File: config.mk
export PLATFORM = sky130hd
export DESIGN_NAME = clk_enable_divider
export DESIGN_NICKNAME = d
export VERILOG_FILES = /design/src/rtl/clk_enable_divider.sv
export SDC_FILE = /design/constraint.sdc
export NUM_CORES = 1
export LEC_CHECK = 0
export ABC_AREA = 1
export CAP_MARGIN = 20
export CORE_UTILIZATION = 61
export DETAILED_ROUTE_END_ITERATION = 10
export GPL_ROUTABILITY_DRIVEN = 0
export PLACE_DENSITY_LB_ADDON = 0.08
export SYNTH_ARGS = -nofsm -noshare
export SYNTH_HDL_FRONTEND = slang
export SYNTH_SLANG_ARGS = --single-unit
File: constraint.sdc
create_clock -name clk_in -period 3.9 [get_ports clk_in]
set_input_delay 1.17 -clock clk_in [delete_from_list [all_inputs] [get_ports clk_in]]
set_output_delay 1.17 -clock clk_in [all_outputs]
set_load 0.1 [all_outputs]
File: src/rtl/clk_enable_divider.sv
// Multi-channel clock-enable divider. Each channel counts clk_in cycles and
// emits a one-cycle enable strobe every De cycles. In toggle mode it also
// drives a 50% square-wave level. No derived clocks are produced; downstream
// logic stays on clk_in and qualifies itself with tick_out.
module clk_enable_divider #(
    parameter int CHANNELS    = 4,
    parameter int WIDTH       = 16,
    parameter int DEFAULT_DIV = 1,
    localparam int CH_W       = (CHANNELS > 1) ? $clog2(CHANNELS) : 1
) (
    input  logic                clk_in,
    input  logic                rst_in,
    input  logic [CHANNELS-1:0] en_in,
    input  logic                cfg_we_in,
    input  logic [CH_W-1:0]     cfg_ch_in,
    input  logic [WIDTH-1:0]    cfg_div_in,
    input  logic                cfg_mode_in,
    input  logic                cfg_now_in,
    input  logic                sync_in,
    output logic [CHANNELS-1:0] tick_out,
    output logic [CHANNELS-1:0] level_out,
    output logic [CHANNELS-1:0] pending_out
);

    for (genvar gi = 0; gi < CHANNELS; gi++) begin : g_ch
        logic [WIDTH-1:0] cnt_q, cnt_d;
        logic [WIDTH-1:0] div_act_q, div_act_d;
        logic [WIDTH-1:0] div_pend_q, div_pend_d;
        logic             mode_act_q, mode_act_d;
        logic             mode_pend_q, mode_pend_d;
        logic             pend_q, pend_d;
        logic             level_q, level_d;
        logic             tick_q, tick_d;

        logic             write_hit;
        logic [WIDTH-1:0] last_cnt;
        logic [WIDTH-1:0] apply_div;
        logic             apply_mode;

        // Out-of-range channel numbers never match, so such writes are dropped.
        assign write_hit = cfg_we_in && (cfg_ch_in == CH_W'(gi));

        // Next-state logic: reset handled in the flop block, then
        // sync > immediate write > count/wrap.
        always_comb begin
            cnt_d       = cnt_q;
            div_act_d   = div_act_q;
            div_pend_d  = div_pend_q;
            mode_act_d  = mode_act_q;
            mode_pend_d = mode_pend_q;
            pend_d      = pend_q;
            level_d     = level_q;
            tick_d      = 1'b0;

            // A ratio of 0 behaves like 1, so the terminal count is then 0.
            last_cnt = (div_act_q == '0) ? '0 : div_act_q - WIDTH'(1);

            // Config that takes effect at a wrap or sync: a write arriving on
            // the same edge wins over an older pending one.
            if (write_hit) begin
                apply_div  = cfg_div_in;
                apply_mode = cfg_mode_in;
            end else if (pend_q) begin
                apply_div  = div_pend_q;
                apply_mode = mode_pend_q;
            end else begin
                apply_div  = div_act_q;
                apply_mode = mode_act_q;
            end

            if (sync_in) begin
                cnt_d      = '0;
                level_d    = 1'b0;
                div_act_d  = apply_div;
                mode_act_d = apply_mode;
                pend_d     = 1'b0;
            end else if (write_hit && cfg_now_in) begin
                cnt_d      = '0;
                level_d    = 1'b0;
                div_act_d  = cfg_div_in;
                mode_act_d = cfg_mode_in;
                pend_d     = 1'b0;
            end else if (en_in[gi] && (cnt_q == last_cnt)) begin
                cnt_d      = '0;
                tick_d     = 1'b1;
                div_act_d  = apply_div;
                mode_act_d = apply_mode;
                pend_d     = 1'b0;
                level_d    = apply_mode ? ~level_q : 1'b0;
            end else begin
                if (en_in[gi]) begin
                    cnt_d = cnt_q + WIDTH'(1);
                end
                if (write_hit) begin
                    div_pend_d  = cfg_div_in;
                    mode_pend_d = cfg_mode_in;
                    pend_d      = 1'b1;
                end
            end
        end

        // Channel state registers with synchronous reset to the default ratio.
        always_ff @(posedge clk_in) begin
            if (rst_in) begin
                cnt_q       <= '0;
                div_act_q   <= WIDTH'(DEFAULT_DIV);
                div_pend_q  <= '0;
                mode_act_q  <= 1'b0;
                mode_pend_q <= 1'b0;
                pend_q      <= 1'b0;
                level_q     <= 1'b0;
                tick_q      <= 1'b0;
            end else begin
                cnt_q       <= cnt_d;
                div_act_q   <= div_act_d;
                div_pend_q  <= div_pend_d;
                mode_act_q  <= mode_act_d;
                mode_pend_q <= mode_pend_d;
                pend_q      <= pend_d;
                level_q     <= level_d;
                tick_q      <= tick_d;
            end
        end

        assign tick_out[gi]    = tick_q;
        assign level_out[gi]   = level_q;
        assign pending_out[gi] = pend_q;
    end

endmodule
# After elaboration in Yosys (flattened, before gate mapping)
# Cells that the tools add are included.
[totals]
ff_bits = 212
[classes]
add_sub_neg = 8
eq_ne = 7
mux = 52
bitwise_logic = 13
reduce_logical = 33
[op_table]
columns = ["cell", "n"]
rows = [
  ["16-bit two-way mux", 24],
  ["16-bit by 1-bit adder with 16-bit output, second input constant", 4],
  ["16-bit equality test", 4],
  ["16-bit zero test", 4],
  ["16-bit by 1-bit subtractor with 16-bit output, second input constant", 4],
  ["1-bit two-way mux", 28],
  ["4-bit AND reduction", 4],
  ["4-bit OR reduction", 4],
  ["1-bit NOT", 13],
  ["1-bit logical AND", 12],
  ["3-bit nonzero test", 4],
  ["3-bit OR reduction", 4],
  ["2-bit equality test, second input constant", 2],
  ["2-bit by 1-bit equality test with 1-bit output, second input constant", 1],
  ["2-bit zero test", 1],
]

# Logic depth before layout (Yosys ltp)
[depth]
depth_word = 7
depth_mapped = 18
depth_no_buf = 17

# Worst setup path after synthesis
# No wires, ideal clock.
[synth_path]
path_kind = "input -> register"
startpoint = "input port en_in[0]"
endpoint = "register g_ch[0].cnt_q[14]"
setup_ns = 0.116
arrival_time_ns = 2.556
required_ns = 3.784
path_slack_ns = 1.228
cell_stages = 9
cell_sequence = "buf_2 -> nand2_1 -> nor2_1 -> nand3_1 -> nor3_1 -> nand2_1 -> nor4_1 -> xor2_1 -> nor2_1"
[synth_between]
elab_chain_cells = 2
[synth_lines]
columns = ["element", "line_no", "source"]
rows = [
  ["from (decl)", "13", "input logic [CHANNELS-1:0] en_in,"],
  ["1-bit logical AND", "83", "end else if (en_in[gi] && (cnt_q == last_cnt)) begin"],
  ["4-bit OR reduction (no source line)", "-", ""],
  ["to (signal assigned)", "114", "cnt_q <= cnt_d;"],
  ["to (decl)", "26", "logic [WIDTH-1:0] cnt_q, cnt_d;"],
]
# Several ways; a longest one is shown, not always the timed one.
# A chain may end at the register's enable or synchronous reset.

# Final worst setup path
[layout_path]
startpoint = "register g_ch[1].level_q"
endpoint = "output port level_out[1]"
[layout_lines]
columns = ["element", "line_no", "source"]
rows = [
  ["from (decl)", "32", "logic level_q, level_d;"],
  ["from (signal assigned)", "120", "level_q <= level_d;"],
  ["to (decl)", "21", "output logic [CHANNELS-1:0] level_out,"],
]
# No word-level cell between the ends.

==> out/metrics.yaml <==
antenna_found_initial: 0
synth_top_area_frac: 0.302
ant_nets: 0
netlist-cell-type-count: 43
fin_worst_skew_ns: 0.0124
worstSetupPathType: "reg2out"
via_per_inst: 5.45
cts_htree_levels: 1
start_util: 0.621
ys.flop_type: "dfxtp_1"
hold_start: "g_ch[1].level_q"
yosysWarnings: 0
areaGrowthSynthToFinish_pct: 7.03
min_period_over_period: 0.822
most-common-layout-cells: "nand2_1, nor2_1, inv_1"
route.vias.total: 13893
routedWlPerCell_um: 14.2
cp_num_buf_inv: 1
place.port_buffers: 39
hold_buffers: 0
root_buffer: "clkbuf_16"
clk_path_buf_depth: 3
grt_setup_unrepaired: "no"
drtIter0Drc: 1231
finalMaxSlewViolations: 0
grt_pass1_wl_mm: 59.5
outcome: "finished, final reports clean"
syn_nets: 2297
hold_path_class: "reg2reg"
post-dp-hpwl_mm: 25.8
postSynthCellCount: 2261
ir_drop_mv: 0.348
grt_pass1_vias: 12360
path_delay_family: "buffers and inverters"
diodes: 0
crit_slowest_cell: "clkdlybuf4s50_1"
ys_ff_latch: 212
fin_ws_ns: 0.696
grt_overflow: 0
syn_area_um2: 14000
clock_latency_ns: 0.52
cp.required_ns: 2.73
max-cap-violations: 0
netlist_top_cells_area: "dfxtp_1, nand2_1, nor2_1"
die-area_um2: 23600
numCtsBuffers: 25
cts_sinks: 212
core-area_um2: 22600
async_flop_share: 0
grt_usage: 0.304
grt_max_degree: 137
startpoint: "g_ch[1].level_q"
cts_tree: "done"
drive_gt1_frac: 0.0738
crit_fanout: 2
dr.pass1.iters: 5
clk_pin_slew_ns: 0.06
syn_area_per_cell_um2: 6.21
max_stage_delay_ns: 1.15
crit_path_start_kind: "flop"
preCtsSetupSlack_ns: 0.626
nNetsFinal: 2285
nFillCells: 2165
fin_crit_ns: 3.20
yosysSeqAreaShare: 0.302
drt-total-wl_mm: 36.2
hold_viol: 0
p_per_area_nw_per_um2: 377
layout.cells.most_common: "nand2_1"
tightest_slew_ns: 0.981
fmax_mhz: 312
reg2reg_from: "g_ch[0].div_act_q[0]"
synth_edf_count: 0
crit_chain: "clkdlybuf4s50_1"
setup_tns_ns: 0
finalSetupViolCount: 0
rows: 55
total_leakage_power_nw: 6.86
relSlewSlack: 0.344
remaining_drc_errors: 0
die_x_um: 154
cts_resized: 0
cp.arrival_ns: 2.03
power_mw: 5.67
postCtsSetupBuffers: 0
io-pin-count: 40
die_h_um: 154
synth_top_area_cell: "dfxtp_1"
end_kind: "output port"
## worst reg2reg max path, cell delays in order, from the launching register on
cell and delay [ns]:
dfxtp_1 0.32, inv_1 0.20, ha_1 0.34, nand2_4 0.11
nor2_4 0.14, nand2_4 0.19, nand3_1 0.18, xor2_1 0.26
nand3_1 0.10, nor2_1 0.17, nand3_2 0.14, nand3_2 0.47
nand2_1 0.14, nand2_1 0.09, nor2_1 0.04
## layout make-up
class                           count  area (um2)  share of cell area
Clock inverter                      7        42.5             0.00283
Sequential cell                   212        4240               0.282
Multi-Input combinational cell   1673        8110               0.540
Inverter                          279        1050              0.0699
Clock buffer                       34         699              0.0465
Tap cell                          285         357              0.0237
Timing Repair Buffer               58         531              0.0353
## power breakdown
part           internal [mW]  leakage [nW]  switching (mW)  total, mW
combinational          0.408          4.77           0.760       1.17
sequential              2.26          1.73          0.0981       2.36
clock                   1.24         0.371           0.906       2.15
## sequential cells by signal (all words and copies together), names as in the netlist
| register | count |
|---|---|
| g_ch.cnt_q | 64 |
| g_ch.level_q | 4 |
| g_ch.div_pend_q | 64 |
| g_ch.pend_q | 4 |
| g_ch.mode_act_q | 4 |
| g_ch.mode_pend_q | 4 |
| g_ch.tick_q | 4 |
| g_ch.div_act_q | 64 |
## per-stage QoR
stage	utilization	instance area [um2]	hold slack (ns)	instances
global route	0.664	15000	0.516	2548
detailed placement	0.631	14300	0.489	2507
finish	0.664	15000	0.499	2548
global placement	0.631	14300	0.482	2507
floorplan	-	14000	0.440	2261
CTS	0.664	15000	0.499	2548
## kinds of logic after synthesis
logic type      after synthesis  share of synthesized area
fa+ha+maj                     8                    0.00712
xor+xnor                     52                     0.0340
flops                       212                      0.302
buf+inv                     376                      0.121
compound gates              249                      0.102
mux                           2                    0.00142
simple gates               1362                      0.432
## routing by layer
metal  global-route usage  wire length (um)  vias to the layer above
li1                     -                 -                     7139
met1                0.414             16500                     6299
met2                0.503             16500                      393
met3               0.0395              2470                       62
met4               0.0876               796                        0
met5                    0                 0                        -
## path summary, 6_finish.rpt
| check | depth (start not counted) | slack, ns | to |
|---|---|---|---|
| setup / recovery | 1 | 0.70 | level_out[1] |
| hold / removal | 1 | 0.50 | g_ch[1].level_q |
| setup reg to reg | 14 | 0.91 | g_ch[0].div_pend_q[2] |
| hold reg to reg | 1 | 0.50 | g_ch[1].level_q |
## synthesized netlist by cell type, types with 3 or more instances
library cell,number
buf_6,27
o21ai_0,103
nand2_2,6
buf_4,18
nor2_2,28
ha_1,8
nand3_2,28
nor2_4,12
buf_2,10
dfxtp_1,212
o21bai_1,4
and2_1,5
a21oi_1,58
o211ai_1,68
xor2_1,48
nor3b_1,3
nand3_4,3
xor2_2,3
clkbuf_1,40
or2_2,5
nand2_1,599
nor2_1,406
inv_2,3
nor4_1,6
nand2_4,9
inv_1,273
nor3_1,33
nand4_1,60
nand3b_1,5
o21ai_1,12
nand3_1,146
Note: power is estimated with default switching activity, not from simulation.
